File: src/rtl/main_fsm.sv
// Multicycle processor main controller: Moore FSM driving datapath selects and enables.
// Outputs depend only on the current state; each instruction takes 3-5 cycles from FETCH to FETCH.
// No flow control: the FSM advances on every clock; an active-low async reset returns it to FETCH.
module main_fsm #(
  parameter int CNT_W = 32
) (
  input  logic             clk,
  input  logic             reset,
  input  logic [1:0]       Op,
  input  logic [5:0]       Funct,
  output logic             IRWrite,
  output logic             AdrSrc,
  output logic [1:0]       ALUSrcA,
  output logic [1:0]       ALUSrcB,
  output logic [1:0]       ResultSrc,
  output logic             NextPC,
  output logic             RegW,
  output logic             MemW,
  output logic             Branch,
  output logic             ALUOp,
  output logic             Illegal,
  output logic [3:0]       State,
  output logic [CNT_W-1:0] InstrCount
);

  typedef enum logic [3:0] {
    S_FETCH    = 4'd0,
    S_DECODE   = 4'd1,
    S_MEMADR   = 4'd2,
    S_MEMRD    = 4'd3,
    S_MEMWB    = 4'd4,
    S_MEMWR    = 4'd5,
    S_EXECUTER = 4'd6,
    S_EXECUTEI = 4'd7,
    S_ALUWB    = 4'd8,
    S_BRANCH   = 4'd9,
    S_UNKNOWN  = 4'd10
  } state_e;

  // The state register is kept as raw bits so that encodings 11-15 remain
  // representable; they decode to the all-zero output set and return to FETCH.
  logic [3:0]       state_q;
  state_e           state_cur;
  state_e           state_d;
  logic [CNT_W-1:0] cnt_q;
  logic [CNT_W-1:0] cnt_d;
  logic             retire;

  // Funct[4:1] carry no meaning for this controller.
  logic             unused_funct;
  assign unused_funct = ^Funct[4:1];

  assign state_cur  = state_e'(state_q);
  assign State      = state_q;
  assign InstrCount = cnt_q;

  // State register: reset forces FETCH immediately, aborting any instruction in flight.
  always_ff @(posedge clk or negedge reset) begin
    if (!reset) begin
      state_q <= 4'(S_FETCH);
    end else begin
      state_q <= 4'(state_d);
    end
  end

  // Next-state logic: Op/Funct are only looked at in DECODE and MEMADR.
  always_comb begin
    state_d = S_FETCH;
    case (state_cur)
      S_FETCH:  state_d = S_DECODE;
      S_DECODE: begin
        case (Op)
          2'b01:   state_d = S_MEMADR;
          2'b00:   state_d = Funct[5] ? S_EXECUTEI : S_EXECUTER;
          2'b10:   state_d = S_BRANCH;
          default: state_d = S_UNKNOWN;
        endcase
      end
      S_MEMADR:   state_d = Funct[0] ? S_MEMRD : S_MEMWR;
      S_MEMRD:    state_d = S_MEMWB;
      S_EXECUTER: state_d = S_ALUWB;
      S_EXECUTEI: state_d = S_ALUWB;
      default:    state_d = S_FETCH;
    endcase
  end

  // Output decode: a pure function of the current state, zero unless listed.
  always_comb begin
    IRWrite   = 1'b0;
    AdrSrc    = 1'b0;
    ALUSrcA   = 2'b00;
    ALUSrcB   = 2'b00;
    ResultSrc = 2'b00;
    NextPC    = 1'b0;
    RegW      = 1'b0;
    MemW      = 1'b0;
    Branch    = 1'b0;
    ALUOp     = 1'b0;
    Illegal   = 1'b0;
    case (state_cur)
      S_FETCH: begin
        IRWrite   = 1'b1;
        ALUSrcA   = 2'b01;
        ALUSrcB   = 2'b10;
        ResultSrc = 2'b10;
        NextPC    = 1'b1;
      end
      S_DECODE: begin
        ALUSrcA   = 2'b01;
        ALUSrcB   = 2'b10;
        ResultSrc = 2'b10;
      end
      S_MEMADR: begin
        ALUSrcB   = 2'b01;
      end
      S_MEMRD: begin
        AdrSrc    = 1'b1;
      end
      S_MEMWB: begin
        ResultSrc = 2'b01;
        RegW      = 1'b1;
      end
      S_MEMWR: begin
        AdrSrc    = 1'b1;
        MemW      = 1'b1;
      end
      S_EXECUTER: begin
        ALUOp     = 1'b1;
      end
      S_EXECUTEI: begin
        ALUSrcB   = 2'b01;
        ALUOp     = 1'b1;
      end
      S_ALUWB: begin
        RegW      = 1'b1;
      end
      S_BRANCH: begin
        ALUSrcB   = 2'b01;
        ResultSrc = 2'b10;
        Branch    = 1'b1;
      end
      S_UNKNOWN: begin
        Illegal   = 1'b1;
      end
      default: begin
        Illegal   = 1'b0;
      end
    endcase
  end

  // An instruction retires on the edge leaving its final state; UNKNOWN does not count.
  always_comb begin
    retire = (state_cur == S_MEMWB) || (state_cur == S_MEMWR) ||
             (state_cur == S_ALUWB) || (state_cur == S_BRANCH);
    cnt_d  = retire ? cnt_q + CNT_W'(1) : cnt_q;
  end

  // Retired-instruction counter, wraps silently.
  always_ff @(posedge clk or negedge reset) begin
    if (!reset) begin
      cnt_q <= '0;
    end else begin
      cnt_q <= cnt_d;
    end
  end

endmodule

File: config.mk
export PLATFORM = sky130hd
export DESIGN_NAME = main_fsm
export DESIGN_NICKNAME = d
export VERILOG_FILES = /design/src/rtl/main_fsm.sv
export SDC_FILE = /design/constraint.sdc
export NUM_CORES = 1
export LEC_CHECK = 0
export CAP_MARGIN = 20
export CORE_MARGIN = 2
export CORE_UTILIZATION = 41
export DETAILED_ROUTE_END_ITERATION = 6
export DONT_BUFFER_PORTS = 1
export PLACE_DENSITY = 0.54
export SYNTH_ARGS = -nofsm -noshare
export SYNTH_HDL_FRONTEND = slang
export SYNTH_SLANG_ARGS = --single-unit
File: constraint.sdc
create_clock -name clk -period 1.6 [get_ports clk]
set_input_delay 0.48 -clock clk [delete_from_list [all_inputs] [get_ports clk]]
set_output_delay 0.48 -clock clk [all_outputs]
set_load 0.005 [all_outputs]
==> impl_metrics.toml, run 1 <==
[outcome]
status = "complete, but fails checks"
violations = "setup timing"

[sta]
post-route-min-period_ps = 1830
hold_violations = 0
finalMaxSlewViolations = 0
setup_ws_ps = -230
rsz0062_at_grt = "true"
finClkSkew_ps = 6.76
finalSetupViolations = 37
hold_slack_ps = 23.6
fmax_mhz = 546
period_share_pct = 114

[place]
hpwl_um = 2860
place_inst = 256
port_buffers = 0
dp_slack_ps = 19.6
gp_congestion = 0.740
place_area_um2 = 2280

[drt]
drtAntennaViolNets = 0
drc_errors = 0
wirelength_um = 4680
viasPerCell = 5.40
dr.pass1.iters = 4
drt-initial-drc-count = 56
via_count = 1534
routedWlPerCell_um = 16.5

[final_layout]
layout_common_cells = "38 x buf_4, 34 x dfrtp_1, 20 x xor2_1, 14 x nor4_4, 13 x xnor2_1"
syn_to_final_growth_pct = 50.7
nets = 240
n_fill_cell = 350
final_common_cell = "buf_4"
postLayoutCellArea_um2 = 2940
fin_cells = 284
drive_gt1_share_pct = 47.4
n_antenna_cell = 0

[clocking]
htreeDepth = 2
clock_path_buffers = 2
cts_made_buffers = 5
clock-sinks = 36
clk_latency_ps = 290
cts_tree = "built"
clk_pin_slew_ps = 80
clockRootBuffer = "clkbuf_8"

[die]
rows = 25
io-pin-count = 60
start_util_pct = 41.9
coreArea_um2 = 4660
die_w_um = 73.0
die_h_um = 73.0
die_area_um2 = 5330

[pwr]
peakVddDrop_mv = 1.07
p_per_area_nw_per_um2 = 1320
power_mw = 3.88
power.leakage_nw = 1.62

[worst_setup_path]
crit_start = "State[1]$_DFF_PN0_"
timing.rr.end = "InstrCount[21]$_DFFE_PN0P_"
r2r_start = "State[1]$_DFF_PN0_"
crit_arrival_ps = 1350
r2r_slack_ps = -210
cp-end-kind = "output port"
cp_data_required_time_ps = 1120
path_class = "reg2out"
crit_end = "ResultSrc[1]"
start_kind = "flip-flop"
cp_max_fo = 6
rr_worst_depth = 7

[logic_synthesis]
synth_edf_count = 0
ys_seq_area_share_pct = 46.2
yosys_warnings = 0
synth_area_um2 = 1950
synthArstFlopShare_pct = 100
synth_cell_types = 36
synth_top_flop_cell = "dfrtp_1"
synth-seq-cells = 36
synth_fp_nets = 193
syn_area_per_cell_um2 = 10.7
syn_inst = 182

[grt]
grt_max_degree = 37
antenna_found_initial = 0
grt_usage_pct = 16.4
grt_pass1_wl_um = 6810
gr-total-overflow = 0
grt_pass1_vias = 1434

[run]
cap_violations = 0

[hold_path]
min_path_type = "in2async"
[synth_stat cells, drive strengths merged, types with 2 or more instances]
master | count | area, um2
nand3 | 8 | 40.0
xor2 | 21 | 191
dfrtp | 36 | 901
buf | 10 | 70.1
nand4 | 6 | 56.3
o21ai | 2 | 10.0
nor2 | 8 | 30.0
inv | 10 | 37.5
clkbuf | 3 | 11.3
nor3 | 16 | 90.1
nor4 | 15 | 186
nand2 | 12 | 45.0
and2 | 2 | 12.5
and3 | 5 | 31.3
mux2 | 2 | 22.5
xnor2 | 14 | 123
[repair_timing]
item,in CTS,in global routing
endpoints found under the hold margin,36,0
gates resized for setup,6,48
cloned,0,5
setup buffers,4,10
hold buffers,1,0
pin swaps,2,30
endpoints found under the setup margin,14,34
[routing by layer]
| layer | GRT usage (%) | wire [um] | vias up |
|---|---|---|---|
| met3 | 3.87 | 228 | 6 |
| met4 | 5.56 | 53 | 0 |
| li1 | - | - | 718 |
| met5 | 0 | 0 | - |
| met1 | 20.8 | 1820 | 771 |
| met2 | 27.3 | 2570 | 39 |
[worst max-delay path, stage by stage (launching register included)]
cell     delay (ps)
dfrtp_2         440
buf_12          150
nor4_4          300
or2_2           170
[logic make-up (layout without fill, tap and decap cells)]
logic type,count (synthesis),count (layout),share of synthesized area [%]
compound gates,6,6,1.99
flops,36,36,46.2
fa+ha+maj,1,1,0.641
other cells,1,1,0.192
xor+xnor,35,35,16.1
buf+inv,23,71,6.09
mux,2,2,1.15
simple gates,78,78,27.7
[sequential cells by signal, summed over array words and instances, names as in the netlist]
register / cells
State: 4
InstrCount: 32
[metrics by stage]
| step | TNS (ps) | utilization (%) |
|---|---|---|
| global placement | 0 | 48.9 |
| floorplan | -51.9 | - |
| finish | -4100 | 63.1 |
| detailed placement | 0 | 48.9 |
| CTS | -1970 | 53.2 |
| global route | -6450 | 63.1 |
[worst min-delay path by stage]
stage,cells after the start,from,end
6_report,1,reset,InstrCount[31]$_DFFE_PN0P_
3_5_place_dp,0,reset,InstrCount[16]$_DFFE_PN0P_
4_1_cts,1,reset,InstrCount[13]$_DFFE_PN0P_
5_1_grt,1,reset,InstrCount[13]$_DFFE_PN0P_
2_1_floorplan,0,reset,InstrCount[0]$_DFFE_PN0P_
3_3_place_gp,0,reset,InstrCount[16]$_DFFE_PN0P_
[power breakdown]
| group | switching, mW | internal (mW) | leakage (nW) |
|---|---|---|---|
| Sequential | 0.108 | 1.03 | 0.486 |
| Clock | 0.335 | 0.461 | 0.0541 |
| Combinational | 0.890 | 1.05 | 1.08 |
| Total | 1.33 | 2.55 | 1.62 |
[area by class of cell]
type	count	area, um2	share of cell area [%]
clock buffer	5	68.8	2.34
clock inverter	3	42.5	1.45
inverter	10	37.5	1.28
multi-input combinational	123	1250	42.4
sequential	36	903	30.7
tap	54	67.6	2.30
timing repair buffer	53	576	19.6
No activity file was read; power rests on OpenSTA's default activity.
==> run 2: changes to the inputs <==
--- a/config.mk
+++ b/config.mk
@@ -5,12 +5,11 @@
 export SDC_FILE = /design/constraint.sdc
 export NUM_CORES = 1
 export LEC_CHECK = 0
-export CAP_MARGIN = 20
 export CORE_MARGIN = 2
 export CORE_UTILIZATION = 41
 export DETAILED_ROUTE_END_ITERATION = 6
 export DONT_BUFFER_PORTS = 1
-export PLACE_DENSITY = 0.54
+export PLACE_DENSITY = 0.56
 export SYNTH_ARGS = -nofsm -noshare
 export SYNTH_HDL_FRONTEND = slang
 export SYNTH_SLANG_ARGS = --single-unit
==> run 2 against run 1 <==
Effect of this change:
- the flow still finishes with violations (setup timing)
- critical path depth stayed put
- clock skew is 3.4 ps lower
- worst setup slack better by 32 ps
- maximum frequency is 1.8% higher
- critical endpoint unchanged
- largest power group unchanged
==> impl_metrics.toml, run 2 (synthesized netlist as in run 1, its figures left out) <==
[worst_setup_path]
r2r_slack_ps = -40
cp_slowest_stage_delay_ps = 490
crit_arrival_ps = 1320
cp-end-kind = "output port"
cp_data_required_time_ps = 1120
start_kind = "flip-flop"
crit_slowest_cell = "dfrtp_2"
r2r_start = "InstrCount[0]$_DFFE_PN0P_"
rr_worst_depth = 6
crit_chain = "inv_4 -> nor4_4 -> or2_4"
critPathBufInv = 1
cp_max_fo = 5
path_class = "reg2out"
timing.rr.end = "InstrCount[24]$_DFFE_PN0P_"
crit_family = "flip-flops"

[place]
port_buffers = 0
gp_congestion = 0.730
hpwl_um = 3070
place_inst = 257

[final_layout]
layout_common_cells = "36 x buf_4, 35 x dfrtp_1, 20 x xor2_1, 13 x xnor2_1, 12 x nand2_1"
drive_gt1_share_pct = 44.5
n_fill_cell = 385
syn_to_final_growth_pct = 41.5
final_common_cell = "buf_4"
fin_cells = 281
largest_register_ffs = 32
final_core_util_pct = 59.2
nets = 237
n_antenna_cell = 0

[clocking]
cts_made_buffers = 5
clock_path_buffers = 2
clockRootBuffer = "clkbuf_8"
clk_pin_slew_ps = 70
clock-sinks = 36
cts_tree = "built"
clk_latency_ps = 280
htreeDepth = 2

[die]
coreArea_um2 = 4660
rows = 25
die_area_um2 = 5330
die_h_um = 73.0
start_util_pct = 41.9
io-pin-count = 60
die_w_um = 73.0

[sta]
rsz0062_at_grt = "true"
setup_ws_ps = -197
hold_violations = 0
finalMaxSlewViolations = 0
finalSetupViolations = 13
hold_slack_ps = 25.2
finClkSkew_ps = 3.37
fmax_mhz = 556
post-route-min-period_ps = 1800
period_share_pct = 112
setup_tns_ps = -1690

[drt]
via_count = 1524
drtAntennaViolNets = 0
drc_errors = 0
routedWlPerCell_um = 16.6
drt-initial-drc-count = 75
viasPerCell = 5.42
dr.pass1.iters = 4
wirelength_um = 4650

[grt]
grt_pass1_wl_um = 7130
grt_max_degree = 37
gr-total-overflow = 0
grt_usage_pct = 17.5
antenna_found_initial = 0
grt_pass1_vias = 1531

[run]
cap_violations = 0

[pwr]
power_mw = 3.58
p_per_area_nw_per_um2 = 1300
power.leakage_nw = 1.45
peakVddDrop_mv = 1.17

[hold_path]
min_path_type = "in2async"

[outcome]
status = "complete, but fails checks"
violations = "setup timing"
[run 2: cell types whose count changed in the layout (fill, tap and decap cells not counted), moves of 2 or more]
cell and change:
buf_4 -2, buf_6 +2, clkbuf_16 -4, nor2_1 +3
nor2_2 -2, nor3_2 +6, nor3_4 -6, nor4_2 +3
nor4_4 -3
[run 2: cell type report]
| type | instances | area, um2 | share of cell area (%) |
|---|---|---|---|
| clock inverters | 2 | 10.0 | 0.362 |
| flip-flops and latches | 36 | 902 | 32.7 |
| multi-input cells | 123 | 1180 | 42.6 |
| repair buffers | 50 | 483 | 17.5 |
| inverters | 10 | 40.0 | 1.45 |
| well taps | 54 | 67.6 | 2.45 |
| clock buffers | 6 | 82.6 | 2.99 |
[run 2: how the worst max path moves through the flow]
| stage | cells after the start | startpoint | endpoint | slack, ps |
|---|---|---|---|---|
| after global routing | 3 | State[3]$_DFF_PN0_ | ResultSrc[1] | -280 |
| after CTS | 3 | State[2]$_DFF_PN0_ | ResultSrc[1] | -210 |
| after global placement | 5 | InstrCount[8]$_DFFE_PN0P_ | InstrCount[19]$_DFFE_PN0P_ | 30 |
| after floorplan | 6 | State[1]$_DFF_PN0_ | InstrCount[25]$_DFFE_PN0P_ | -10 |
| final | 3 | State[3]$_DFF_PN0_ | ResultSrc[1] | -200 |
| after detailed placement | 6 | InstrCount[0]$_DFFE_PN0P_ | InstrCount[24]$_DFFE_PN0P_ | -20 |
[run 2: stage by stage]
stage,area [um2],worst slack [ps]
after floorplan,1990,-10.8
after global placement,2260,26.7
after detailed placement,2260,-23.8
after CTS,2520,-213
after global routing,2760,-281
final,2760,-197
[run 2: per-layer routing]
metal	vias up	part of all wire [%]	GRT usage (%)
met5	-	0	0
met4	0	2.0	6.17
met3	7	5.8	5.66
met2	46	54	31.6
met1	759	38	19.0
li1	712	-	-
[run 2: report_power, final]
part | leakage [nW] | internal (mW) | total, mW | switching [mW]
registers | 0.488 | 1.03 | 1.15 | 0.118
clock network | 0.0510 | 0.343 | 0.660 | 0.317
logic | 0.910 | 0.915 | 1.77 | 0.853
total | 1.45 | 2.29 | 3.58 | 1.29
[run 2: repair_timing]
action,in CTS,in global routing
setup endpoints to repair,18,28
hold endpoints to repair,36,0
pin swaps,3,11
setup buffers,5,8
resized for setup,19,30
hold buffers,1,0
cloned,1,1
